--- src/rtl/sub_pkg.sv ---
// rtl/sub_pkg.sv - shared FSM state type and default operand width for the serial subtractor
package sub_pkg;

  localparam int DEFAULT_WIDTH = 8;

  typedef enum logic [1:0] {
    IDLE = 2'd0,
    RUN  = 2'd1,
    DONE = 2'd2
  } state_e;

endpackage

--- src/rtl/full_subtractor.sv ---
// rtl/full_subtractor.sv - single-bit full subtractor cell (d = a - b - borrow)
module full_subtractor (
  input  logic a_i,
  input  logic b_i,
  input  logic bw_i,
  output logic d_o,
  output logic bw_o
);

  assign d_o  = a_i ^ b_i ^ bw_i;
  assign bw_o = (~a_i & b_i) | (~(a_i ^ b_i) & bw_i);

endmodule

--- src/rtl/serial_subtractor_ctrl.sv ---
// rtl/serial_subtractor_ctrl.sv - bit-serial a - b - b_in, LSB first, one bit per cycle
// Optional signed-overflow output enabled by SERIAL_SUB_OVF_EN.
module serial_subtractor_ctrl
  import sub_pkg::*;
#(
  parameter int WIDTH = DEFAULT_WIDTH
) (
  input  logic             clk,
  input  logic             rst,
  input  logic             start,
  input  logic [WIDTH-1:0] a,
  input  logic [WIDTH-1:0] b,
  input  logic             b_in,
  output logic             busy,
  output logic             done,
  output logic [WIDTH-1:0] diff,
  output logic             b_out
`ifdef SERIAL_SUB_OVF_EN
  ,
  output logic             ovf
`endif
);

  localparam int CW = $clog2(WIDTH) + 1;
  localparam int IW = $clog2(WIDTH);

  state_e           state_q, state_d;
  logic [CW-1:0]    cnt_q;
  logic [WIDTH-1:0] a_q, b_q;
  logic             bw_q;
  logic [WIDTH-2:0] sh_q;
  logic [WIDTH-1:0] diff_q;
  logic             b_out_q;

  logic [IW-1:0]    idx;
  logic             cell_d, cell_bw;
  logic             last_bit;
  logic [WIDTH-1:0] sh_next;

  assign idx      = cnt_q[IW-1:0];
  assign last_bit = (cnt_q == CW'(WIDTH - 1));
  // The partial result lives in sh_q; diff only changes once all bits are in.
  assign sh_next  = {cell_d, sh_q};

  full_subtractor u_cell (
    .a_i  (a_q[idx]),
    .b_i  (b_q[idx]),
    .bw_i (bw_q),
    .d_o  (cell_d),
    .bw_o (cell_bw)
  );

  always_ff @(posedge clk) begin
    if (rst) state_q <= IDLE;
    else     state_q <= state_d;
  end

  always_comb begin
    state_d = state_q;
    busy    = 1'b0;
    done    = 1'b0;
    case (state_q)
      IDLE: if (start) state_d = RUN;
      RUN: begin
        busy = 1'b1;
        if (last_bit) state_d = DONE;
      end
      DONE: begin
        busy    = 1'b1;
        done    = 1'b1;
        state_d = IDLE;
      end
      default: state_d = IDLE;
    endcase
  end

`ifdef SERIAL_SUB_OVF_EN
  logic ovf_q;

  always_ff @(posedge clk) begin
    if (rst) begin
      ovf_q <= 1'b0;
    end else if (state_q == RUN && last_bit) begin
      ovf_q <= (a_q[WIDTH-1] != b_q[WIDTH-1]) && (cell_d != a_q[WIDTH-1]);
    end
  end

  assign ovf = ovf_q;
`endif

  always_ff @(posedge clk) begin
    if (rst) begin
      cnt_q   <= '0;
      a_q     <= '0;
      b_q     <= '0;
      bw_q    <= 1'b0;
      sh_q    <= '0;
      diff_q  <= '0;
      b_out_q <= 1'b0;
    end else if (state_q == IDLE && start) begin
      a_q   <= a;
      b_q   <= b;
      bw_q  <= b_in;
      cnt_q <= '0;
    end else if (state_q == RUN) begin
      sh_q  <= sh_next[WIDTH-1:1];
      bw_q  <= cell_bw;
      cnt_q <= cnt_q + CW'(1);
      if (last_bit) begin
        diff_q  <= sh_next;
        b_out_q <= cell_bw;
      end
    end
  end

  assign diff  = diff_q;
  assign b_out = b_out_q;

endmodule

--- config.mk ---
export PLATFORM = sky130hd
export DESIGN_NAME = serial_subtractor_ctrl
export DESIGN_NICKNAME = d
export VERILOG_FILES = /design/src/rtl/sub_pkg.sv /design/src/rtl/full_subtractor.sv /design/src/rtl/serial_subtractor_ctrl.sv
export SDC_FILE = /design/constraint.sdc
export NUM_CORES = 1
export LEC_CHECK = 0
export CORE_UTILIZATION = 46
export DETAILED_ROUTE_END_ITERATION = 12
export PLACE_DENSITY = 0.73
export SLEW_MARGIN = 40
export SYNTH_ARGS = -nofsm -noshare
export SYNTH_HDL_FRONTEND = slang
export SYNTH_SLANG_ARGS = --single-unit
--- constraint.sdc ---
create_clock -name clk -period 2 [get_ports clk]
set_clock_uncertainty 0.1 [all_clocks]
set_input_delay 0.3 -clock clk [delete_from_list [all_inputs] [get_ports clk]]
set_output_delay 0.3 -clock clk [all_outputs]
set_load 0.1 [all_outputs]
==> metrics, run 1 <==
outcome finished with violations; failing checks negative setup slack; HPWL Detailed 2360 um; cells after synthesis 184; die height 63.7 um; VDD IR-drop max 0.000548 V; EDFF count, synth 0; Final min period 2.05 ns; vias per inst 4.87; FILL cells 333; CTS tree yes; Max Cap Viol 0; slack of the critical path -0.0475 ns; vias in the first global route 1282; core area 0.00366 sq mm; post-synth top area cell dfxtp_1; Clock Tree Root clkbuf_8; Worst-Skew Late Latency 0.29 ns; initial core utilization 47.9%; CTS Buffer Depth 2; ANT nets after route 0; clock buffer count from CTS 5; IO Pins 31; cell family with most CP delay multiplexers; CP Launch Type register; I/O Buffers 30; WL/cell 11.8 um; first-pass GRT wire length 5340 um; syn avg cell area 9.53 sq um; share of layout cells above drive strength 1 15.6%; Synth top area share 44.5%; hold_buf cts 0; CP max stage cell fa_2; number of antenna violations at the first check in global routing 0; Mapped Nets 211; Ant. Diodes 0; Buffers & Inverters on Critical Path 0; Synth Warn # 0; Worst Hold Class register to register; # setup viols final 2; register clock-pin slew on the reported worst setup and hold paths 0.08 ns; Cell variety after synth 26; routed vias 1295; Hold Vio Cnt, Final 0; Largest stage delay, worst path 0.54 ns; RSZ-0062 raised after global routing true; grt ovf 0; die area 0.00406 sq mm; WP data arrival 2.17 ns; Top FF cell, synth dfxtp_1; nets 244; critical path class register to register; total power 2390 uW; critical path, cell by cell mux4_2, mux2_4, fa_2, nand2b_1, mux2i_1; synth top area cells dfxtp_1 45%, mux2i_1 11%, nand2_1 7.7%; Overall Global Routing Usage 17.1%; utilization after layout 61.1%; worst-path fanout max 5; first-pass detailed-route iteration total 4; Req. time, crit path 2.12 ns; global placer's final weighted congestion 0.807; PD cells 1070 mW/mm^2; DRT iter0 DRCs 33; clock sink total 39; Final period util 102%; Post-synth top cells 39 x dfxtp_1, 36 x nand2_1, 20 x nand2b_1; static leakage 0.000856 uW; Final Max Tran Viols 0; worst slew pin tran 0.550 ns; Post-synth ARST share 0%; largest net degree at the start of global routing 27; H-tree levels 2; Layout area overhead 27.6%; Seq/Total Area, Yosys 44.5%; FMAX 488 MHz; most frequent cell after synthesis dfxtp_1; flop and latch count out of synthesis 39; Syn Std Cell Area 0.00175 sq mm; critical path endpoint category register; max_slew headroom 63.3%; Die X 63.7 um; Std-Cell Rows 22; DRC viols 0; Post-Route WL 3140 um
## tightest hold or removal path, cell delays in order (launching register included)
cell and delay [ns]:
dfxtp_1 0.31, nand2_1 0.05, a21oi_1 0.05
## cell usage in the layout, fill, tap and decap left out, types with 2 or more instances in the layout
cell type	netlist	final
dfxtp_1	39	38
nand2_1	36	36
nand2b_1	20	20
mux2i_1	19	19
clkdlybuf4s50_1	0	19
a21oi_1	18	18
buf_4	0	18
nor2_1	8	8
ha_1	6	6
clkbuf_8	0	6
nor3_1	4	4
inv_1	3	3
mux4_1	4	2
mux4_2	0	2
nor2b_1	2	2
xor2_1	2	2
buf_12	0	2
## metrics by stage
| stage | setup WS, ns | setup TNS [ns] | hold slack, ns | instances | area (sq um) |
|---|---|---|---|---|---|
| 2_1_floorplan | -0.0777 | -0.203 | 0.332 | 184 | 1750 |
| 3_3_place_gp | -0.0861 | -0.225 | 0.343 | 257 | 2110 |
| 3_5_place_dp | -0.118 | -0.343 | 0.349 | 257 | 2110 |
| 4_1_cts | -0.0565 | -0.121 | 0.360 | 266 | 2230 |
| 5_1_grt | -0.121 | -0.318 | 0.377 | 266 | 2240 |
| 6_report | -0.0475 | -0.0915 | 0.359 | 266 | 2240 |
## cell families (layout without fill, tap and decap cells)
family,Yosys count,count (layout),synth area share (%)
XOR/XNOR,3,3,1.50
AND/OR/NAND/NOR,75,75,20.7
buffers and inverters,16,50,4.14
AO/OA/AOI/OAI,19,19,5.57
flip-flops,39,39,44.5
adder cells (fa/ha/maj),7,7,5.42
multiplexers,25,25,18.1
## per-layer routing
layer / GRT usage (%) / vias to the layer above / share of wire, %
li1: - / 672 / -
met1: 18.3 / 589 / 44
met2: 31.1 / 30 / 49
met3: 5.71 / 4 / 4.9
met4: 5.97 / 0 / 1.3
met5: 0 / - / 0
## registers in the layout, indices dropped and copies added (netlist names)
name and flops:
bw_q 1, a_q 8, sh_q 7, cnt_q 4, b_q 8, state_q 2, b_out 1, diff 8
## final cells by class
type | instances | area (sq um) | share of cell area [%]
Inverter | 3 | 11.3 | 0.503
Timing Repair Buffer | 39 | 365 | 16.3
Clock buffer | 6 | 82.6 | 3.69
Sequential cell | 39 | 785 | 35.1
Clock inverter | 2 | 35.0 | 1.57
Tap cell | 48 | 60.1 | 2.68
Multi-Input combinational cell | 129 | 898 | 40.2
## final timing paths
kind	to	slack [ns]	start	depth (start not counted)
hold / removal	b_q[3]$_SDFFE_PP0P_	0.36	b_q[3]$_SDFFE_PP0P_	2
setup reg to reg	diff[7]$_SDFFE_PP0P_	-0.05	cnt_q[0]$_SDFFE_PP0N_	5
setup / recovery	diff[7]$_SDFFE_PP0P_	-0.05	cnt_q[0]$_SDFFE_PP0N_	5
hold reg to reg	b_q[3]$_SDFFE_PP0P_	0.36	b_q[3]$_SDFFE_PP0P_	2
## repair_timing
item,CTS,global route
resized for setup,1,1
pin swaps,3,3
buffers inserted,1,0
endpoints found under the setup margin,4,4
## power by group
| part | total (uW) | internal, uW | switching, uW |
|---|---|---|---|
| Combinational | 789 | 352 | 437 |
| Sequential | 934 | 869 | 64.5 |
| Clock | 672 | 404 | 268 |
| Total | 2390 | 1620 | 769 |
(Power assumes the default switching activity.)
==> run 2, diff against run 1 <==
==> constraint.sdc (replaced) <==
create_clock -name clk -period 1.7 [get_ports clk]
set_clock_uncertainty 0.1 [all_clocks]
set_input_delay 0.255 -clock clk [delete_from_list [all_inputs] [get_ports clk]]
set_output_delay 0.255 -clock clk [all_outputs]
set_load 0.1 [all_outputs]
==> run 2 against run 1 <==
Net effect: the flow still finishes with violations (negative setup slack); setup slack worse by 0.33 ns; power grew 17%; final area up 5.9%; wire length grew 4.5%.
==> metrics, run 2 (synthesized netlist as in run 1, its figures left out) <==
Sw Share 33.2%; Final period util 122%; vias per inst 4.98; Total Neg Setup Slack -1.25 ns; static leakage 0.000888 uW; Worst Hold End a_q[0]$_SDFFE_PP0P_; IO Pins 31; Worst Hold Class register to register; hold_sp a_q[0]$_SDFFE_PP0P_; Worst R2R Setup Slack -0.37 ns; Flop pwr share 39.0%; critical path endpoint category register; Std-Cell Rows 22; Req. time, crit path 1.83 ns; nets 246; Final min period 2.07 ns; PD cells 1180 mW/mm^2; most frequent cells in the layout 38 x dfxtp_1, 35 x nand2_1, 20 x nand2b_1, 19 x mux2i_1, 19 x clkdlybuf4s50_1; switching power total 933 uW; outcome finished with violations; die height 63.7 um; multi-input logic area 905 sq um; clock buffer count from CTS 5; ANT nets after route 0; CTS Buffer Depth 2; initial core utilization 47.9%; failing checks negative setup slack; routed vias 1335; launch point of the worst path cnt_q[0]$_SDFFE_PP0N_; Hold Path Stages 2; register clock-pin slew on the reported worst setup and hold paths 0.08 ns; worst-path fanout max 5; reg2reg start cnt_q[0]$_SDFFE_PP0N_; DRC viols 0; worst slew pin tran 0.433 ns; FILL cells 296; Clock Power Share 27.2%; critical path class register to register; tightest hold margin 0.360 ns; Ant. Diodes 0; Overall Global Routing Usage 18.6%; core area 0.00366 sq mm; FMAX 482 MHz; max_slew headroom 71.1%; first-pass GRT wire length 5660 um; number of antenna violations at the first check in global routing 0; WL/cell 12.2 um; Seq. cell area 785 sq um; RR Endpoint diff[7]$_SDFFE_PP0P_; vias in the first global route 1334; Post-Route WL 3280 um; I/O Buffers 30; # setup viols final 4; share of layout cells above drive strength 1 17.3%; largest net degree at the start of global routing 22; Layout area overhead 35.2%; Power Internal 1880 uW; Hold Vio Cnt, Final 0; CTS tree yes; CP Launch Type register; Comb power frac 33.8%; RSZ-0062 raised after global routing true; most common cell after layout, fill and taps aside dfxtp_1; global placer's final weighted congestion 0.775; DRT iter0 DRCs 43; Worst-Skew Late Latency 0.29 ns; H-tree levels 2; slack of the critical path -0.374 ns; grt ovf 0; HPWL Detailed 2460 um; Max Cap Viol 0; die area 0.00406 sq mm; VDD IR-drop max 0.000718 V; Die X 63.7 um; WP data arrival 2.20 ns; Clock Tree Root clkbuf_8; Final Max Tran Viols 0; first-pass detailed-route iteration total 4; utilization after layout 64.7%; clock sink total 39; Register-to-Register Path Depth 5
-- run 2: layout make-up --
type / count / area share [%]
clock buffers: 5 / 2.90
clock inverters: 3 / 1.85
inverters: 3 / 0.475
multi-input cells: 129 / 38.2
flip-flops and latches: 39 / 33.1
well taps: 48 / 2.53
repair buffers: 41 / 21.0
-- run 2: how the worst max path moves through the flow --
| stage | end | slack [ns] | cells after the start |
|---|---|---|---|
| global placement | bw_q$_SDFFE_PP0P_ | -0.37 | 6 |
| floorplan | sh_q[6]$_SDFFE_PP0P_ | -0.38 | 6 |
| detailed placement | bw_q$_SDFFE_PP0P_ | -0.43 | 6 |
| global route | diff[7]$_SDFFE_PP0P_ | -0.42 | 5 |
| CTS | diff[7]$_SDFFE_PP0P_ | -0.37 | 5 |
| finish | diff[7]$_SDFFE_PP0P_ | -0.37 | 5 |
-- run 2: routing by layer --
| metal | vias up | wire, um | track usage [%] |
|---|---|---|---|
| met2 | 28 | 1750 | 34.3 |
| met5 | - | 0 | 0 |
| li1 | 673 | - | - |
| met3 | 4 | 126 | 5.36 |
| met4 | 0 | 65 | 9.38 |
| met1 | 630 | 1340 | 18.8 |
-- run 2: power groups by stage --
stage                     combinational, uW  clock [uW]  sequential (uW)
after floorplan                         698           0             1090
after global placement                  891           0             1110
after detailed placement                924           0             1120
after CTS                               937         785             1100
after global routing                   1020         826             1110
final                                   948         765             1100
-- run 2: timing repair --
action,CTS,global route
resized for setup,1,4
hold buffers,0,0
setup endpoints to repair,4,14
cloned,0,0
buffers inserted,0,0
pin swaps,2,2
-- run 2: critical path, cell delays in order, from the launching register on --
cell,delay (ns)
dfxtp_4,0.39
mux4_2,0.50
mux2_4,0.29
fa_2,0.55
nand2b_1,0.05
mux2i_1,0.12
-- run 2: per-stage QoR --
stage | setup slack, ns | instances | power, uW | instance area [sq um]
2_1_floorplan | -0.378 | 184 | 1780 | 1750
3_3_place_gp | -0.366 | 260 | 2000 | 2240
3_5_place_dp | -0.428 | 260 | 2040 | 2240
4_1_cts | -0.374 | 268 | 2820 | 2360
5_1_grt | -0.416 | 268 | 2960 | 2370
6_report | -0.374 | 268 | 2810 | 2370
